## config.mk

```make
export PLATFORM = sky130hd
export DESIGN_NAME = movimenta_asteroides_e_tiros
export DESIGN_NICKNAME = d
export VERILOG_FILES = /design/src/rtl/movimenta_asteroides_e_tiros.sv
export SDC_FILE = /design/constraint.sdc
export NUM_CORES = 1
export LEC_CHECK = 0
export ABC_AREA = 1
export ABC_CLOCK_PERIOD_IN_PS = 2500
export BUFFER_PORTS_ARGS = -buffer_cell sky130_fd_sc_hd__clkbuf_2
export CORE_MARGIN = 2
export CORE_UTILIZATION = 28
export CTS_CLUSTER_SIZE = 24
export DETAILED_ROUTE_END_ITERATION = 10
export PLACE_DENSITY_LB_ADDON = 0.15
export SLEW_MARGIN = 20
export SYNTH_ARGS = -nofsm -noshare
export SYNTH_HDL_FRONTEND = slang
export SYNTH_SLANG_ARGS = --single-unit
```

## constraint.sdc

```tcl
create_clock -name clock -period 2.5 [get_ports clock]
set_clock_uncertainty 0.1 [all_clocks]
set_input_delay 0.125 -clock clock [delete_from_list [all_inputs] [get_ports clock]]
set_output_delay 0.125 -clock clock [all_outputs]
set_load 0.05 [all_outputs]
```

## src/rtl/movimenta_asteroides_e_tiros.sv

```systemverilog
// Movement engine for the AstroGenius game loop. On each pass it steps every
// asteroid one cell toward the ship and then every shot one cell along its
// direction. Both tables are read from and written back to external
// synchronous RAMs, one entry at a time (read, wait, write).
// Optional feature macro: MOVIMENTA_COLISAO_NAVE_EN enables ship collision
// (the asteroid is invalidated and perde_vida pulses). When the macro is not
// defined, an asteroid that reaches the ship stays valid and perde_vida is 0.
module movimenta_asteroides_e_tiros #(
  parameter int N_AST   = 8,
  parameter int N_TIRO  = 4,
  parameter int COORD_W = 4,
  parameter int NAVE_X  = 8,
  parameter int NAVE_Y  = 8
) (
  input  logic                         clock,
  input  logic                         reset,
  input  logic                         iniciar,
  output logic                         pronto,
  output logic [$clog2(N_AST)-1:0]     ast_addr,
  input  logic [2*COORD_W:0]           ast_rdata,
  output logic [2*COORD_W:0]           ast_wdata,
  output logic                         ast_we,
  output logic [$clog2(N_TIRO)-1:0]    tiro_addr,
  input  logic [2*COORD_W+2:0]         tiro_rdata,
  output logic [2*COORD_W+2:0]         tiro_wdata,
  output logic                         tiro_we,
  output logic                         perde_vida,
  output logic [4:0]                   db_estado_movimentacao
);

  localparam int AA_W   = $clog2(N_AST);
  localparam int TA_W   = $clog2(N_TIRO);
  localparam int IDX_W  = (AA_W > TA_W) ? AA_W : TA_W;
  localparam int AST_W  = 2 * COORD_W + 1;
  localparam int TIRO_W = 2 * COORD_W + 3;

  localparam logic [COORD_W-1:0] NX    = COORD_W'(NAVE_X);
  localparam logic [COORD_W-1:0] NY    = COORD_W'(NAVE_Y);
  localparam logic [COORD_W-1:0] C_MAX = '1;

  typedef enum logic [2:0] {
    IDLE         = 3'd0,
    LE_AST       = 3'd1,
    ESPERA_AST   = 3'd2,
    ESCREVE_AST  = 3'd3,
    LE_TIRO      = 3'd4,
    ESPERA_TIRO  = 3'd5,
    ESCREVE_TIRO = 3'd6,
    FIM          = 3'd7
  } estado_t;

  estado_t            state_q, state_d;
  logic [IDX_W-1:0]   idx_q, idx_d;
  logic [TIRO_W-1:0]  ent_q;
  logic [AST_W-1:0]   ast_next;
  logic [TIRO_W-1:0]  tiro_next;
  logic               col_next;

  // One step of a coordinate toward a target, holding once it is reached.
  function automatic logic [COORD_W-1:0] step_axis(
    input logic [COORD_W-1:0] v,
    input logic [COORD_W-1:0] alvo
  );
    if (v < alvo)      return v + COORD_W'(1);
    else if (v > alvo) return v - COORD_W'(1);
    else               return v;
  endfunction

  // State and entry index register.
  always_ff @(posedge clock) begin
    if (reset) begin
      state_q <= IDLE;
      idx_q   <= '0;
    end else begin
      state_q <= state_d;
      idx_q   <= idx_d;
    end
  end

  // Next-state logic: three cycles per entry, asteroid loop then shot loop.
  always_comb begin
    state_d = state_q;
    idx_d   = idx_q;
    case (state_q)
      IDLE: begin
        idx_d = '0;
        if (iniciar) state_d = LE_AST;
      end
      LE_AST:      state_d = ESPERA_AST;
      ESPERA_AST:  state_d = ESCREVE_AST;
      ESCREVE_AST: begin
        if (idx_q == IDX_W'(N_AST - 1)) begin
          state_d = LE_TIRO;
          idx_d   = '0;
        end else begin
          state_d = LE_AST;
          idx_d   = idx_q + IDX_W'(1);
        end
      end
      LE_TIRO:     state_d = ESPERA_TIRO;
      ESPERA_TIRO: state_d = ESCREVE_TIRO;
      ESCREVE_TIRO: begin
        if (idx_q == IDX_W'(N_TIRO - 1)) begin
          state_d = FIM;
          idx_d   = '0;
        end else begin
          state_d = LE_TIRO;
          idx_d   = idx_q + IDX_W'(1);
        end
      end
      FIM: begin
        state_d = IDLE;
        idx_d   = '0;
      end
      default: begin
        state_d = IDLE;
        idx_d   = '0;
      end
    endcase
  end

  // Asteroid step: both axes move toward the ship in the same cycle.
  always_comb begin
    logic [COORD_W-1:0] ax, ay;
    ax       = step_axis(ast_rdata[2*COORD_W-1:COORD_W], NX);
    ay       = step_axis(ast_rdata[COORD_W-1:0], NY);
    ast_next = ast_rdata;
    col_next = 1'b0;
    if (ast_rdata[AST_W-1]) begin
      col_next = (ax == NX) && (ay == NY);
`ifdef MOVIMENTA_COLISAO_NAVE_EN
      ast_next = {~col_next, ax, ay};
`else
      ast_next = {1'b1, ax, ay};
`endif
    end
  end

  // Shot step: a shot leaving the grid is invalidated in place, no wrap.
  always_comb begin
    logic [1:0]         dir;
    logic [COORD_W-1:0] tx, ty;
    logic               fora;
    dir       = tiro_rdata[TIRO_W-2:TIRO_W-3];
    tx        = tiro_rdata[2*COORD_W-1:COORD_W];
    ty        = tiro_rdata[COORD_W-1:0];
    fora      = 1'b0;
    tiro_next = tiro_rdata;
    case (dir)
      2'b00: if (tx == C_MAX) fora = 1'b1; else tx = tx + COORD_W'(1);
      2'b01: if (tx == '0)    fora = 1'b1; else tx = tx - COORD_W'(1);
      2'b10: if (ty == C_MAX) fora = 1'b1; else ty = ty + COORD_W'(1);
      default: if (ty == '0)  fora = 1'b1; else ty = ty - COORD_W'(1);
    endcase
    if (tiro_rdata[TIRO_W-1]) begin
      if (fora) tiro_next = {1'b0, tiro_rdata[TIRO_W-2:0]};
      else      tiro_next = {1'b1, dir, tx, ty};
    end
  end

  // Capture the computed entry while the RAM read data is valid.
  always_ff @(posedge clock) begin
    if (state_q == ESPERA_AST)  ent_q <= TIRO_W'(ast_next);
    if (state_q == ESPERA_TIRO) ent_q <= tiro_next;
  end

`ifdef MOVIMENTA_COLISAO_NAVE_EN
  logic col_q;

  // Remember whether the pending asteroid write is a ship collision.
  always_ff @(posedge clock) begin
    if (reset)                        col_q <= 1'b0;
    else if (state_q == ESPERA_AST)   col_q <= col_next;
  end

  assign perde_vida = (state_q == ESCREVE_AST) && col_q;
`else
  logic unused_col;
  assign unused_col = col_next;
  assign perde_vida = 1'b0;
`endif

  assign ast_we     = (state_q == ESCREVE_AST);
  assign tiro_we    = (state_q == ESCREVE_TIRO);
  assign ast_addr   = (state_q == LE_AST || state_q == ESPERA_AST || ast_we)
                      ? AA_W'(idx_q) : '0;
  assign tiro_addr  = (state_q == LE_TIRO || state_q == ESPERA_TIRO || tiro_we)
                      ? TA_W'(idx_q) : '0;
  assign ast_wdata  = ast_we  ? ent_q[AST_W-1:0] : '0;
  assign tiro_wdata = tiro_we ? ent_q : '0;
  assign pronto     = (state_q == FIM);
  assign db_estado_movimentacao = {2'b00, state_q};

endmodule

```

# Word-level counts from Yosys, hierarchy flattened
# Index checks and enable logic that the tools add are counted.
# op_classes
add_sub_neg	9
order_cmp	4
eq_ne	14
n_mux	31
n_reduce_logical	12
# op_table
cell	count
11-bit 2-to-1 mux	5
4-bit 2-to-1 mux	8
3-bit one-hot mux with 8 select lines	1
9-bit 2-to-1 mux	2
4-bit by 1-bit adder with 4-bit output, second input constant	4
4-bit one-hot mux with 2 select lines	2
4-bit by 1-bit subtractor with 4-bit output, second input constant	4
3-bit equality test, second input constant	5
3-bit 2-to-1 mux	5
3-bit by 2-bit equality test with 1-bit output, second input constant	3
3-bit one-hot mux with 3 select lines	1
4-bit equality test, second input constant	2
4-bit > comparator, second input constant	2
4-bit logical NOT	2
4-bit less-than comparator, second input constant	2
1-bit logical OR	4
1-bit 2-to-1 mux	4
2-bit 2-to-1 mux	2
2-bit OR reduction	2
3-bit by 1-bit adder with 3-bit output, second input constant	1
3-bit by 1-bit equality test with 1-bit output, second input constant	1
3-bit logical NOT	1
1-bit one-hot mux with 3 select lines	1
3-bit nonzero test	1
other kinds (5)	5
# totals
register_bits	17
in_bits	23
output_inout_bits	34
word_cells	73

# Longest topological paths before layout
# Gate-level depths: netlist of run 1.
# depth
word_depth	6
depth_mapped	11
depth_no_buf	11

# Worst setup path before layout of run 1
# OpenSTA, ideal clock, no wires.
# synth_timing
path_type	register to output
startpoint	reg state_q[0]
endpoint	out ast_wdata[0]
arrival_ps	2092
t_required_ps	2275
path_slack_ps	183
stages_incl_launch_ff	6
path_buffers	1
cell_sequence	dfxtp_1 > nand2_1 > nor2_4 > inv_2 > buf_2 > nor2_1
# synth_via
elab_chain_cells	2
# synth_rtl
element	line_no	text
from (decl)	52	estado_t state_q, state_d;
from (signal assigned)	75	state_q <= state_d;
3-bit by 2-bit equality test with 1-bit output	183	assign ast_we = (state_q == ESCREVE_AST);
net ast_we	22	output logic ast_we,
9-bit 2-to-1 mux	189	assign ast_wdata = ast_we ? ent_q[AST_W-1:0] : '0;
to (decl)	21	output logic [2*COORD_W:0] ast_wdata,
# The timed path passes the listed nets, and every way through them passes these cells.

# Worst setup path in the final report of run 1
# layout_timing
startpoint	reg state_q[2]
endpoint	out tiro_we
# layout_via
elab_chain_cells	1
# layout_rtl
element	line_no	text
3-bit equality test	184	assign tiro_we = (state_q == ESCREVE_TIRO);
to (decl)	26	output logic tiro_we,
# No other way between the ends.

==> metrics.cfg, run 1 <==
[logic_synthesis]
syn_area_mm2=0.00184
syn_avg_cell_area_um2=5.95
postSynthCellCount=309
yosys_warnings=0
synth.distinct_cells=29
ys_ff_latch=17
seq_area_frac_synth_pct=24.5

[power_and_ir_drop]
pwr_density_cell_mw_per_mm2=366
max-vdd-ir-drop_uv=165
total_power_mw=0.808
leakage_nw=1.20

[place]
portBuffers=53
gp_congestion=0.911
dp_slack_ns=0.679
dpl.hpwl_um=3960

[timing]
finalHoldViolations=0
fin_crit_sh_pct=79.7
finalSetupTns_ns=0
min_period_ns=1.99
rsz0062_at_grt=no
final.setup.worst_slack_ns=0.508
finalSetupViolCount=0
drv_slew=0
timing.fmax_mhz=502

[layout]
seq_area_um2=450
layout_common_cells=nand2_1, clkbuf_2, inv_1, nor2_1, nand3_1
diodes=0
syn2layout_area_growth_pct=20.1
final_layout_size_suffix_gt1_share_pct=17.0
fin_nets=395
fillers=706
layout.cells.most_common=nand2_1
multiInputGateArea_mm2=0.00115

[die]
die_h_um=85.1
die_area_mm2=0.00723
core.rowCount=29
initial_utilization_pct=29.0
coreArea_mm2=0.00635
io_pins=57
chipWidth_um=85.1

[setup_path]
arrival_ns=1.77
cp_max_fo=13
cp-start-kind=flop
crit_required_ns=2.28
critPathSlowestCell=dfxtp_1
worstSetupPathType=reg2out
crit_chain=nand2_1, inv_1, nand2_1, inv_1, clkbuf_2
cp_top_family=buffers and inverters
cpPeakStageDelay_ns=0.50
cp_num_buf_inv=3
cp-end-kind=primary output

[detailed_routing]
via_per_inst=4.70
drt-initial-drc-count=73
dr.pass1.iters=4
route.detailed.drc=0
wl_per_cell_um=10.9
drt_wl_total_um=4760
postRouteAntennaNets=0
num_vias=2050

[clock_tree]
insertion_delay_ns=0.24
htreeDepth=1
cts_buffers=3
cts_tree=built
cts_buffer_depth=2
clk_pin_slew_worst_paths_ns=0.07
cts.sinks=17
cts-root-buf=clkbuf_8

[min_path]
hp-class=in2reg

[grt]
grt_use_total_pct=13.1
grt_max_degree=15
overflow=0
first_global_vias=1816
grt_pass1_wl_um=8040
antenna_found_initial=0

[run_status]
outcome=finished clean

[job]
maxCapViolCount=0

worst register-to-register path, stage by stage (launching register included):
cell and delay [ns]:
dfxtp_1 0.50, nand3_1 0.23, buf_4 0.23, nand2_1 0.11, a21oi_1 0.05, o21ai_0 0.07, nand2_1 0.08, a21oi_1 0.13
nand2_1 0.08
registers in the layout, indices dropped and copies added, names as in the netlist:
register  flops
state_q       3
idx_q         3
ent_q        11
per-stage QoR:
step / hold WS [ns] / instance area, µm² / instances / utilization, %
after floorplan: 0.0941 / 1850 / 311 / -
after global placement: 0.270 / 2150 / 431 / 33.9
after detailed placement: 0.253 / 2150 / 431 / 33.9
after CTS: 0.101 / 2210 / 436 / 34.8
after global routing: 0.133 / 2210 / 436 / 34.8
final: 0.101 / 2210 / 436 / 34.8
layer usage:
metal | vias to the layer above | track usage [%] | share of wire, %
met1 | 900 | 18.9 | 52
met3 | 2 | 1.36 | 4.6
met4 | 0 | 2.16 | 0.50
met5 | - | 0 | 0
met2 | 60 | 21.4 | 43
li1 | 1088 | - | -
synth_stat cells:
cell type / n / share of area (%)
o211ai_1: 2 / 0.82
nand2_1: 83 / 17
inv_1: 47 / 9.6
edfxtp_1: 11 / 18
a211oi_1: 2 / 0.82
a21oi_1: 15 / 4.1
clkinv_1: 1 / 0.20
nor2_2: 1 / 0.34
a221oi_1: 1 / 0.48
buf_4: 3 / 1.2
or2_1: 1 / 0.34
buf_2: 7 / 1.9
dfxtp_1: 6 / 6.5
or2_2: 1 / 0.34
xor2_1: 2 / 0.95
o311ai_0: 1 / 0.48
o2111ai_1: 1 / 0.48
clkbuf_1: 1 / 0.20
mux2i_1: 1 / 0.54
nor3_1: 3 / 0.82
inv_2: 1 / 0.20
nor3b_1: 1 / 0.41
nand4_1: 6 / 2.0
nand3_1: 38 / 10
o21ai_0: 14 / 3.8
conb_1: 1 / 0.20
nor2_1: 45 / 9.2
nor2_4: 1 / 0.61
ha_1: 12 / 8.2
path summary, 6_finish.rpt:
kind | start | end | slack [ns] | depth (start not counted)
max | state_q[2]$_SDFFE_PP0P_ | tiro_we | 0.51 | 5
min | iniciar | state_q[0]$_SDFFE_PP0P_ | 0.10 | 3
max reg2reg | state_q[2]$_SDFFE_PP0P_ | ent_q[5]$_DFFE_PP_ | 0.66 | 8
min reg2reg | idx_q[0]$_SDFFE_PP0P_ | idx_q[0]$_SDFFE_PP0P_ | 0.37 | 1
report_power, final:
group / internal (mW) / switching, mW / leakage (nW)
Clock: 0.113 / 0.0839 / 0.0228
Sequential: 0.323 / 0.0112 / 0.151
Combinational: 0.0820 / 0.195 / 1.03
logic make-up after synthesis:
kind of cell,after synthesis,synth area share [%]
XOR/XNOR,2,0.953
adder cells (fa/ha/maj),12,8.16
buffers and inverters,60,13.3
flip-flops,17,24.5
AO/OA/AOI/OAI,36,11.0
AND/OR/NAND/NOR,180,41.4
other,1,0.204
multiplexers,1,0.544
final cells by class:
cell class	count	share of cell area, %
Timing Repair Buffer	55	12.8
Inverter	49	8.32
Multi-Input combinational cell	234	52.1
Clock buffer	4	2.04
Sequential cell	17	20.4
Tap cell	77	4.36
what timing repair did:
| item | 4_1_cts | 5_1_grt |
|---|---|---|
| hold endpoints to repair | 1 | 0 |
| gates resized for setup | 0 | 0 |
| buffers inserted | 0 | 0 |
| endpoints found under the setup margin | 0 | 0 |
| hold buffers | 1 | 0 |
(Power assumes the default switching activity.)
==> run 2: changes to the inputs <==
--- a/config.mk
+++ b/config.mk
@@ -6,7 +6,7 @@
 export NUM_CORES = 1
 export LEC_CHECK = 0
 export ABC_AREA = 1
-export ABC_CLOCK_PERIOD_IN_PS = 2500
+export ABC_CLOCK_PERIOD_IN_PS = 1850
 export BUFFER_PORTS_ARGS = -buffer_cell sky130_fd_sc_hd__clkbuf_2
 export CORE_MARGIN = 2
 export CORE_UTILIZATION = 28
==> constraint.sdc (replaced) <==
create_clock -name clock -period 1.85 [get_ports clock]
set_clock_uncertainty 0.1 [all_clocks]
set_input_delay 0.0925 -clock clock [delete_from_list [all_inputs] [get_ports clock]]
set_output_delay 0.0925 -clock clock [all_outputs]
set_load 0.05 [all_outputs]
==> run 2 against run 1 <==
Compared with the run above: critical path depth grew 1; first-iteration DRC count grew 66%; flip-flop and latch count is the same; via count grew 0.98%; sequential share of layout area shrank 0.94 points; critical endpoint is now tiro_wdata[0]; global-route usage grew 0.36 points; final area grew 5.7%; cell count grew 0.92%; setup slack lost 0.36 ns; hold slack lost 0.0033 ns; total power grew 38%; sequential power grew 36%.
==> metrics.cfg, run 2 (synthesized netlist as in run 1, its figures left out) <==
[timing]
rsz0062_at_grt=no  ; unchanged
drv_slew=0  ; unchanged
finalSetupTns_ns=0  ; unchanged
finalSetupViolCount=0  ; unchanged
timing.fmax_mhz=587
fin_crit_sh_pct=92.0
final.setup.worst_slack_ns=0.147  ; was 0.508 ns
min_period_ns=1.70
finalHoldViolations=0  ; unchanged
whs_ns=0.0980  ; was 0.101 ns

[detailed_routing]
postRouteAntennaNets=0  ; unchanged
drt-initial-drc-count=121  ; was 73
route.detailed.drc=0  ; unchanged
wl_per_cell_um=10.9  ; about the same
num_vias=2070  ; was 2050
via_per_inst=4.70  ; about the same
dr.pass1.iters=4  ; unchanged
drt_wl_total_um=4800  ; was 4760 µm

[clock_tree]
clk_pin_slew_worst_paths_ns=0.06  ; was 0.07 ns
cts-root-buf=clkbuf_8  ; unchanged
cts_tree=built  ; unchanged
cts_buffers=3  ; unchanged
cts.sinks=17  ; unchanged
htreeDepth=1  ; unchanged
insertion_delay_ns=0.25  ; was 0.24 ns
cts_buffer_depth=2  ; unchanged
cts_resized=0  ; unchanged

[place]
dp_slack_ns=0.192  ; was 0.679 ns
gp_congestion=0.852  ; was 0.911
dpl.hpwl_um=4010  ; was 3960 µm
portBuffers=53  ; unchanged

[setup_path]
crit_required_ns=1.66  ; was 2.28 ns
cp-end-kind=primary output  ; unchanged
arrival_ns=1.51  ; was 1.77 ns
worstSetupPathType=reg2out  ; unchanged
cp_max_fo=11  ; was 13
cp-start-kind=flop  ; unchanged

[die]
chipWidth_um=85.1  ; unchanged
io_pins=57  ; unchanged
die_h_um=85.1  ; unchanged
die_area_mm2=0.00723  ; unchanged
coreArea_mm2=0.00635  ; unchanged
initial_utilization_pct=29.0  ; unchanged
core.rowCount=29  ; unchanged

[power_and_ir_drop]
max-vdd-ir-drop_uv=200  ; was 165 µV
total_power_mw=1.12  ; was 0.808 mW
pwr_density_cell_mw_per_mm2=478  ; was 366 mW/mm²
leakage_nw=1.22  ; was 1.20 nW

[layout]
layout_common_cells=nand2_1, clkbuf_2, inv_1, nand3_1, nor2_1  ; was nand2_1, clkbuf_2, inv_1, nor2_1, nand3_1
largest_reg_flops=11  ; unchanged
syn2layout_area_growth_pct=27.0  ; was 20.1%
regMostFlops=ent_q  ; unchanged
diodes=0  ; unchanged
final_layout_size_suffix_gt1_share_pct=24.0  ; was 17.0%
reg_top3=ent_q (11), idx_q (3), state_q (3)  ; unchanged
layout.cells.most_common=nand2_1  ; unchanged
fin_nets=399  ; was 395

[job]
maxCapViolCount=0  ; unchanged

[grt]
grt_pass1_wl_um=8280  ; was 8040 µm
overflow=0  ; unchanged
antenna_found_initial=0  ; unchanged
first_global_vias=1820  ; was 1816
grt_max_degree=15  ; unchanged
grt_use_total_pct=13.4  ; was 13.1%

[run_status]
outcome=finished clean  ; unchanged

[min_path]
hp-class=in2reg  ; unchanged

==> run 2: metrics by stage <==
step | std cells | cell area [µm²] | util (%)
floorplan | 311 | 1940 | -
global placement | 435 | 2280 | 35.9
detailed placement | 435 | 2280 | 35.9
global route | 440 | 2340 | 36.8
CTS | 440 | 2340 | 36.8
finish | 440 | 2340 | 36.8
==> run 2: routing by layer <==
metal / vias up / track usage, % / share of wire, %
met5: - / 0 / 0
met4: 0 / 4.33 / 1.1
met3: 6 / 0.875 / 4.6
met2: 58 / 20.2 / 43
met1: 906 / 20.3 / 51
li1: 1100 / - / -
==> run 2: path summary, 6_finish.rpt <==
| path | startpoint | end | slack, ns | cells after the start |
|---|---|---|---|---|
| max | state_q[2]$_SDFFE_PP0P_ | tiro_wdata[0] | 0.15 | 6 |
| min | iniciar | state_q[0]$_SDFFE_PP0P_ | 0.1 | 3 |
| max reg2reg | state_q[2]$_SDFFE_PP0P_ | ent_q[1]$_DFFE_PP_ | 0.18 | 8 |
| min reg2reg | idx_q[0]$_SDFFE_PP0P_ | idx_q[0]$_SDFFE_PP0P_ | 0.35 | 1 |
==> run 2: final cells by class <==
type / count / area [µm²]
repair buffers: 59 / 313
multi-input cells: 234 / 1240
fillers: 707 / 4010
inverters: 49 / 184
clock buffers: 4 / 45.0
flip-flops and latches: 17 / 454
well taps: 77 / 96.3
==> run 2: critical path, cell delays in order (launching register included) <==
cell,delay [ns]
dfxtp_2,0.42
nand2_1,0.11
inv_1,0.09
nand2_1,0.08
buf_4,0.20
nor2_2,0.09
clkbuf_2,0.27
==> run 2: timing repair <==
action                                 in CTS  in global routing
setup buffers                               0                  0
endpoints found under the hold margin       3                  0
hold buffers                                1                  0
==> run 2: report_power, final <==
| group | total, mW | internal (mW) | switching, mW |
|---|---|---|---|
| sequential | 0.453 | 0.438 | 0.0158 |
| clock | 0.276 | 0.153 | 0.123 |
| combinational | 0.388 | 0.115 | 0.273 |
